File: src/rtl/rvfi_trace_ctrl_if.sv
// Trace word stream from the capture controller to the trace sink.
// The master drives words and the slave accepts them with out_ready.
interface rvfi_trace_ctrl_if;
    logic        out_valid;
    logic        out_ready;
    logic [31:0] out_data;
    logic        out_last;

    modport master (
        output out_valid,
        output out_data,
        output out_last,
        input  out_ready
    );

    modport slave (
        input  out_valid,
        input  out_data,
        input  out_last,
        output out_ready
    );
endinterface

File: src/rtl/rvfi_trace_ctrl.sv
// RVFI retire capture: trigger/limit sequencing, record FIFO and
// a 4-word-per-record trace stream toward an off-core sink.
module rvfi_trace_ctrl #(
    parameter int unsigned DEPTH = 16,
    parameter logic [7:0]  MAGIC = 8'hA5
) (
    input  logic                     clk_i,
    input  logic                     rst_ni,
    input  logic                     rvfi_valid,
    input  logic [31:0]              rvfi_pc_rdata,
    input  logic [31:0]              rvfi_insn,
    input  logic [4:0]               rvfi_rd_addr,
    input  logic [31:0]              rvfi_rd_wdata,
    input  logic                     cfg_enable,
    input  logic                     cfg_trig_en,
    input  logic [31:0]              cfg_trig_pc,
    input  logic [15:0]              cfg_limit,
    input  logic                     cfg_clear,
    rvfi_trace_ctrl_if.master        trace,
    output logic [1:0]               sts_state,
    output logic                     sts_overflow,
    output logic [15:0]              sts_drop_cnt,
    output logic [$clog2(DEPTH):0]   sts_level
);
    localparam int unsigned AW = $clog2(DEPTH);
    localparam logic [AW:0] PTR_ONE = (AW+1)'(1);

    typedef enum logic [1:0] {
        IDLE    = 2'd0,
        ARMED   = 2'd1,
        CAPTURE = 2'd2,
        DONE    = 2'd3
    } state_e;

    typedef struct packed {
        logic [4:0]  rd;
        logic [15:0] seq;
        logic [31:0] pc;
        logic [31:0] insn;
        logic [31:0] wdata;
    } rec_t;

    state_e      state_q;
    rec_t        mem_q [DEPTH];
    logic [AW:0] wr_ptr_q, rd_ptr_q, rd_nxt, level;
    logic [15:0] seq_q, cnt_q, drop_q, cnt_inc;
    logic        ovf_q, valid_q, last_q;
    logic [31:0] data_q;
    logic [1:0]  widx_q;
    logic        full, trig_hit, offer, push;
    rec_t        rec_in, head, nxt;

    function automatic logic [31:0] word_sel(rec_t r, logic [1:0] i);
        logic [31:0] w;
        unique case (i)
            2'd0: w = {MAGIC, 3'b000, r.rd, r.seq};
            2'd1: w = r.pc;
            2'd2: w = r.insn;
            default: w = r.wdata;
        endcase
        return w;
    endfunction

    assign level  = wr_ptr_q - rd_ptr_q;
    assign rd_nxt = rd_ptr_q + PTR_ONE;
    assign full   = (wr_ptr_q[AW] != rd_ptr_q[AW]) &&
                    (wr_ptr_q[AW-1:0] == rd_ptr_q[AW-1:0]);
    assign head   = mem_q[rd_ptr_q[AW-1:0]];
    assign nxt    = mem_q[rd_nxt[AW-1:0]];

    assign trig_hit = (state_q == ARMED) && (rvfi_pc_rdata == cfg_trig_pc);
    assign offer    = rvfi_valid && cfg_enable && !cfg_clear &&
                      ((state_q == CAPTURE) || trig_hit);
    assign push     = offer && !full;
    assign cnt_inc  = (cnt_q == 16'hFFFF) ? cnt_q : cnt_q + 16'd1;
    assign rec_in   = '{rd: rvfi_rd_addr, seq: seq_q, pc: rvfi_pc_rdata,
                        insn: rvfi_insn, wdata: rvfi_rd_wdata};

    always_ff @(posedge clk_i) begin
        if (push) mem_q[wr_ptr_q[AW-1:0]] <= rec_in;
    end

    // Sequencing, record numbering and drop accounting
    always_ff @(posedge clk_i or negedge rst_ni) begin
        if (!rst_ni) begin
            state_q <= IDLE;
            seq_q   <= '0;
            cnt_q   <= '0;
            drop_q  <= '0;
            ovf_q   <= 1'b0;
        end else if (cfg_clear) begin
            state_q <= IDLE;
            seq_q   <= '0;
            cnt_q   <= '0;
            drop_q  <= '0;
            ovf_q   <= 1'b0;
        end else begin
            if (offer) seq_q <= seq_q + 16'd1;
            if (offer && full) begin
                ovf_q <= 1'b1;
                if (drop_q != 16'hFFFF) drop_q <= drop_q + 16'd1;
            end
            if (!cfg_enable) begin
                state_q <= IDLE;
            end else begin
                unique case (state_q)
                    IDLE: begin
                        cnt_q   <= '0;
                        state_q <= cfg_trig_en ? ARMED : CAPTURE;
                    end
                    ARMED: if (offer) begin
                        cnt_q   <= 16'd1;
                        state_q <= (cfg_limit == 16'd1) ? DONE : CAPTURE;
                    end
                    CAPTURE: if (offer) begin
                        cnt_q <= cnt_inc;
                        if (cfg_limit != '0 && cnt_inc >= cfg_limit)
                            state_q <= DONE;
                    end
                    default: ;
                endcase
            end
        end
    end

    // FIFO pointers and the registered output word
    always_ff @(posedge clk_i or negedge rst_ni) begin
        if (!rst_ni) begin
            wr_ptr_q <= '0;
            rd_ptr_q <= '0;
            valid_q  <= 1'b0;
            data_q   <= '0;
            last_q   <= 1'b0;
            widx_q   <= '0;
        end else if (cfg_clear) begin
            wr_ptr_q <= '0;
            rd_ptr_q <= '0;
            valid_q  <= 1'b0;
            data_q   <= '0;
            last_q   <= 1'b0;
            widx_q   <= '0;
        end else begin
            if (push) wr_ptr_q <= wr_ptr_q + PTR_ONE;
            if (!valid_q) begin
                if (level != '0) begin
                    valid_q <= 1'b1;
                    widx_q  <= '0;
                    data_q  <= word_sel(head, 2'd0);
                    last_q  <= 1'b0;
                end
            end else if (trace.out_ready) begin
                if (widx_q == 2'd3) begin
                    rd_ptr_q <= rd_nxt;
                    widx_q   <= '0;
                    last_q   <= 1'b0;
                    // Only records already held before this edge may follow
                    if (level > PTR_ONE) begin
                        data_q <= word_sel(nxt, 2'd0);
                    end else begin
                        valid_q <= 1'b0;
                        data_q  <= '0;
                    end
                end else begin
                    widx_q <= widx_q + 2'd1;
                    data_q <= word_sel(head, widx_q + 2'd1);
                    last_q <= (widx_q == 2'd2);
                end
            end
        end
    end

    assign trace.out_valid = valid_q;
    assign trace.out_data  = data_q;
    assign trace.out_last  = last_q;
    assign sts_state       = state_q;
    assign sts_overflow    = ovf_q;
    assign sts_drop_cnt    = drop_q;
    assign sts_level       = level;
endmodule

File: src/flat_wrapper.sv
// flat-port wrapper written by rule: the top's interface ports become plain ports
module rvfi_trace_ctrl_flat 
#(
    parameter int unsigned DEPTH = 16,
    parameter logic [7:0]  MAGIC = 8'hA5
)
  (clk_i, rst_ni, rvfi_valid, rvfi_pc_rdata, rvfi_insn, rvfi_rd_addr, rvfi_rd_wdata, cfg_enable, cfg_trig_en, cfg_trig_pc, cfg_limit, cfg_clear, sts_state, sts_overflow, sts_drop_cnt, sts_level, trace_out_valid, trace_out_data, trace_out_last, trace_out_ready);
  rvfi_trace_ctrl_if trace_i ();
  input  logic clk_i;
  input  logic rst_ni;
  input  logic rvfi_valid;
  input  logic [31:0] rvfi_pc_rdata;
  input  logic [31:0] rvfi_insn;
  input  logic [4:0] rvfi_rd_addr;
  input  logic [31:0] rvfi_rd_wdata;
  input  logic cfg_enable;
  input  logic cfg_trig_en;
  input  logic [31:0] cfg_trig_pc;
  input  logic [15:0] cfg_limit;
  input  logic cfg_clear;
  output logic [1:0] sts_state;
  output logic sts_overflow;
  output logic [15:0] sts_drop_cnt;
  output logic [$clog2(DEPTH):0] sts_level;
  output wire logic [$bits(trace_i.out_valid)-1:0] trace_out_valid;
  output wire logic [$bits(trace_i.out_data)-1:0] trace_out_data;
  output wire logic [$bits(trace_i.out_last)-1:0] trace_out_last;
  input wire logic [$bits(trace_i.out_ready)-1:0] trace_out_ready;
  assign trace_out_valid = trace_i.out_valid;
  assign trace_out_data = trace_i.out_data;
  assign trace_out_last = trace_i.out_last;
  assign trace_i.out_ready = trace_out_ready;
  rvfi_trace_ctrl #(.DEPTH(DEPTH), .MAGIC(MAGIC)) u_core (.clk_i(clk_i), .rst_ni(rst_ni), .rvfi_valid(rvfi_valid), .rvfi_pc_rdata(rvfi_pc_rdata), .rvfi_insn(rvfi_insn), .rvfi_rd_addr(rvfi_rd_addr), .rvfi_rd_wdata(rvfi_rd_wdata), .cfg_enable(cfg_enable), .cfg_trig_en(cfg_trig_en), .cfg_trig_pc(cfg_trig_pc), .cfg_limit(cfg_limit), .cfg_clear(cfg_clear), .trace(trace_i), .sts_state(sts_state), .sts_overflow(sts_overflow), .sts_drop_cnt(sts_drop_cnt), .sts_level(sts_level));
endmodule
File: config.mk
export PLATFORM = sky130hd
export DESIGN_NAME = rvfi_trace_ctrl_flat
export DESIGN_NICKNAME = d
export VERILOG_FILES = /design/src/rtl/rvfi_trace_ctrl_if.sv /design/src/rtl/rvfi_trace_ctrl.sv /design/src/flat_wrapper.sv
export SDC_FILE = /design/constraint.sdc
export NUM_CORES = 2
export LEC_CHECK = 0
export ABC_CLOCK_PERIOD_IN_PS = 13300
export CORE_MARGIN = 4
export CORE_UTILIZATION = 62
export DETAILED_ROUTE_END_ITERATION = 6
export PLACE_DENSITY = 0.77
export REMOVE_ABC_BUFFERS = 1
export SETUP_SLACK_MARGIN = 0.2
export SYNTH_ARGS = -nofsm -noshare
export SYNTH_HDL_FRONTEND = slang
export SYNTH_SLANG_ARGS = --single-unit
File: constraint.sdc
create_clock -name clk_i -period 13.3 [get_ports clk_i]
set_input_delay 2.66 -clock clk_i [delete_from_list [all_inputs] [get_ports clk_i]]
set_output_delay 2.66 -clock clk_i [all_outputs]
set_load 0.02 [all_outputs]
==> flow_summary.toml <==
[critical_path]
required_ps = 13720
slowest_delay_ps = 990
cp-start-kind = "primary input"
cp_slowest_cell = "and3_4"
endpoint_kind = "flip-flop"
crit_type = "in -> reg"
cp_top_family = "simple AND/OR/NAND/NOR gates"
cp_max_fo = 53
crit_arrival_ps = 8610
worstPathCellList = "clkdlybuf4s50_1, xnor2_1, nand4_1, nor4_4, a31oi_2, buf_4, nor2_1, and3_4, buf_4"
worst_path_most_repeated_cell = "buf_4"
crit_buf_inv = 3

[cts]
cts_tree = "done"
cts.htree.levels = 4
hold_buffers = 0
post_cts_buffers = 0
cts_made_buffers = 189
clk_latency_ps = 810
cts_root_buf = "clkbuf_16"
clk_path_buf_depth = 3
clk_pin_slew_ps = 60
postCtsResizedCells = 0
cts_sinks = 1969

[drt]
met2_wirelength_mm = 101.7
antenna_left = 0
first_pass_iters = 5
vias = 42590
wl_met1_mm = 73.71
wl_mm = 205.1
drt-wirelength-per-cell_um = 33.81
drt_iter0_drc = 5747
drcViolationCount = 0
viasPerCell = 7.019
top_layer_used = "met5"
dr_wl_met3_mm = 20.55

[cells_and_area]
final_cell_mix = "edfxtp_1 (1,872), mux4_2 (518), clkdlybuf4s50_1 (211)"
final_nets = 4365
mostFrequentLayoutCell = "edfxtp_1"
post-route-cell-area_um2 = 90030
drive_above_1_share = 0.2177
final_util = 0.7033
area_growth_pct = 12.39

[timing]
rsz0062_at_grt = "no"
fin_crit_sh = 0.6160
finalClockSkew_ps = 24.96
final-setup-viol-count = 0
worst_slack_ps = 5108
fmax_mhz = 122.1
worst_slew_pin_slew_ps = 1242
fin_tns_setup_ps = 0
slew_headroom = 0.1634
hold_viol_final = 0
drv_slew = 0
finalCriticalPeriod_ps = 8192

[global_route]
grt_max_degree = 123
grt_pass1_wl_mm = 299.9
grt_pass1_vias = 43080
grt_overflow_total = 0
antenna_found_initial = 15
track_usage = 0.3073

[logic_synthesis]
syn_area_per_cell_um2 = 20.46
synth_cell_types = 71
seq_area_frac_synth = 0.7321
yosys_warnings = 0
syn_inst = 3916
synth_flop_cell = "edfxtp_1"
synth_seq_cells = 1969
synth-async-reset-ratio = 0.04926
syn_area_um2 = 80100
synth-edff-count = 1872

[pwr]
total_power_mw = 12.23
leakage_nw = 27.90
powerDensity_nw_per_um2 = 135.9
irDropWorstVdd_uv = 145.0

[place]
dp_worst_setup_slack_ps = 4415
portBuffers = 213
placed_area_um2 = 84030
dp_hpwl_mm = 111.9
gp_congestion = 0.8175

[die]
num_io_pins = 214
die_height_um = 367.4
rows = 131
core-area_um2 = 128000
chipWidth_um = 367.4
die-area_um2 = 135000
initial_core_util = 0.6257

[worst_hold_path]
hold_path.class = "reg -> reg"

[job]
cap_viol_max_count = 0

[run_status]
outcome = "finished clean"
## worst paths after layout
| kind | from | endpoint | slack (ps) | cells past startpoint |
|---|---|---|---|---|
| max | rvfi_pc_rdata[13] | u_core.mem_q[7][37]$_DFFE_PP_ | 5110 | 9 |
| min | u_core.trace.out_data[13]$_DFFE_PN0P_ | u_core.trace.out_data[13]$_DFFE_PN0P_ | 480 | 1 |
| max reg2reg | u_core.rd_ptr_q[0]$_DFFE_PN0P_ | u_core.trace.out_data[29]$_DFFE_PN0P_ | 7320 | 10 |
| min reg2reg | u_core.trace.out_data[13]$_DFFE_PN0P_ | u_core.trace.out_data[13]$_DFFE_PN0P_ | 480 | 1 |
| max in group asynchronous | rst_ni | u_core.rd_ptr_q[2]$_DFFE_PN0P_ | 9950 | 2 |
| min in group asynchronous | rst_ni | u_core.trace.out_data[11]$_DFFE_PN0P_ | 1970 | 1 |
## stage by stage
stage               hold slack (ps)  instances
floorplan                     490.9       3688
global placement              458.5       5710
detailed placement            466.8       5710
CTS                           479.8       6060
global route                  488.5       6064
finish                        476.0       6068
## metal layers
metal  GRT usage  up-vias
met5           0        -
met4      0.1238        8
met3     0.06055      496
met2      0.4975     2804
met1      0.4189    22280
li1            -    17010
## sequential cells by signal, indices dropped and copies added, names as in the netlist
register,flops
u_core.mem_q,1872
u_core.trace.out_data,32
u_core.cnt_q,16
u_core.seq_q,16
u_core.sts_drop_cnt,16
u_core.rd_ptr_q,5
u_core.wr_ptr_q,5
u_core.sts_state,2
u_core.widx_q,2
u_core.sts_overflow,1
u_core.trace.out_last,1
u_core.trace.out_valid,1
## worst reg2reg max path: cells and delay by family (launching register included)
kind | cells | cell delay [ps]
AOI/OAI and AO/OA | 3 | 630
buffers and inverters | 4 | 3110
DFF | 1 | 850
muxes | 2 | 1100
and+or+nand+nor | 1 | 130
## cell usage after synthesis (all sizes together) (7+ instances only)
library cell,number,area share
nand2,96,0.0045
a211oi,53,0.0050
a22oi,68,0.0064
o31ai,13,0.0012
nor2b,28,0.0022
dfrtp,97,0.030
a221o,10,0.0012
nand3,34,0.0021
a221oi,51,0.0057
xnor2,63,0.0069
clkbuf,90,0.0042
nor2,87,0.0041
mux4,518,0.15
ha,36,0.0056
a21o,16,0.0015
buf,138,0.012
o41ai,10,0.0011
a31oi,38,0.0030
mux2i,201,0.025
mux2,18,0.0025
nor3,20,0.0013
o221ai,12,0.0013
nand2b,7,0.00055
and2,18,0.0014
and3,24,0.0019
inv,45,0.0021
a21oi,74,0.0046
o21ai,57,0.0036
edfxtp,1872,0.70
nand4,31,0.0025
nor4,12,0.0012
o22ai,26,0.0021
## logic make-up (layout without fill, tap and decap cells)
kind of cell    Yosys count  after routing  synth area share
mux                     737            737            0.1733
flops                  1969           1969            0.7321
buf+inv                 273            688           0.01792
xor+xnor                 69             69          0.007544
fa+ha+maj                37             37          0.005873
compound gates          447            447           0.03869
other cells               0              8                 0
simple gates            384            384           0.02462
## power by group
group / total [mW] / switching (mW) / internal (mW) / leakage, nW
logic: 0.240 / 0.164 / 0.0761 / 6.70
registers: 6.79 / 0.00821 / 6.78 / 18.3
clock network: 5.20 / 2.27 / 2.93 / 2.93
total: 12.2 / 2.45 / 9.79 / 27.9
## final cells by class
| class | instances | area [um^2] |
|---|---|---|
| clock inverters | 111 | 999.7 |
| well taps | 1729 | 2163 |
| inverters | 45 | 171.4 |
| flip-flops and latches | 1969 | 58650 |
| fillers | 7515 | 37980 |
| diodes | 8 | 20.02 |
| clock buffers | 239 | 4980 |
| repair buffers | 293 | 2850 |
| multi-input cells | 1674 | 20190 |
Note: power is estimated with default switching activity, not from simulation.
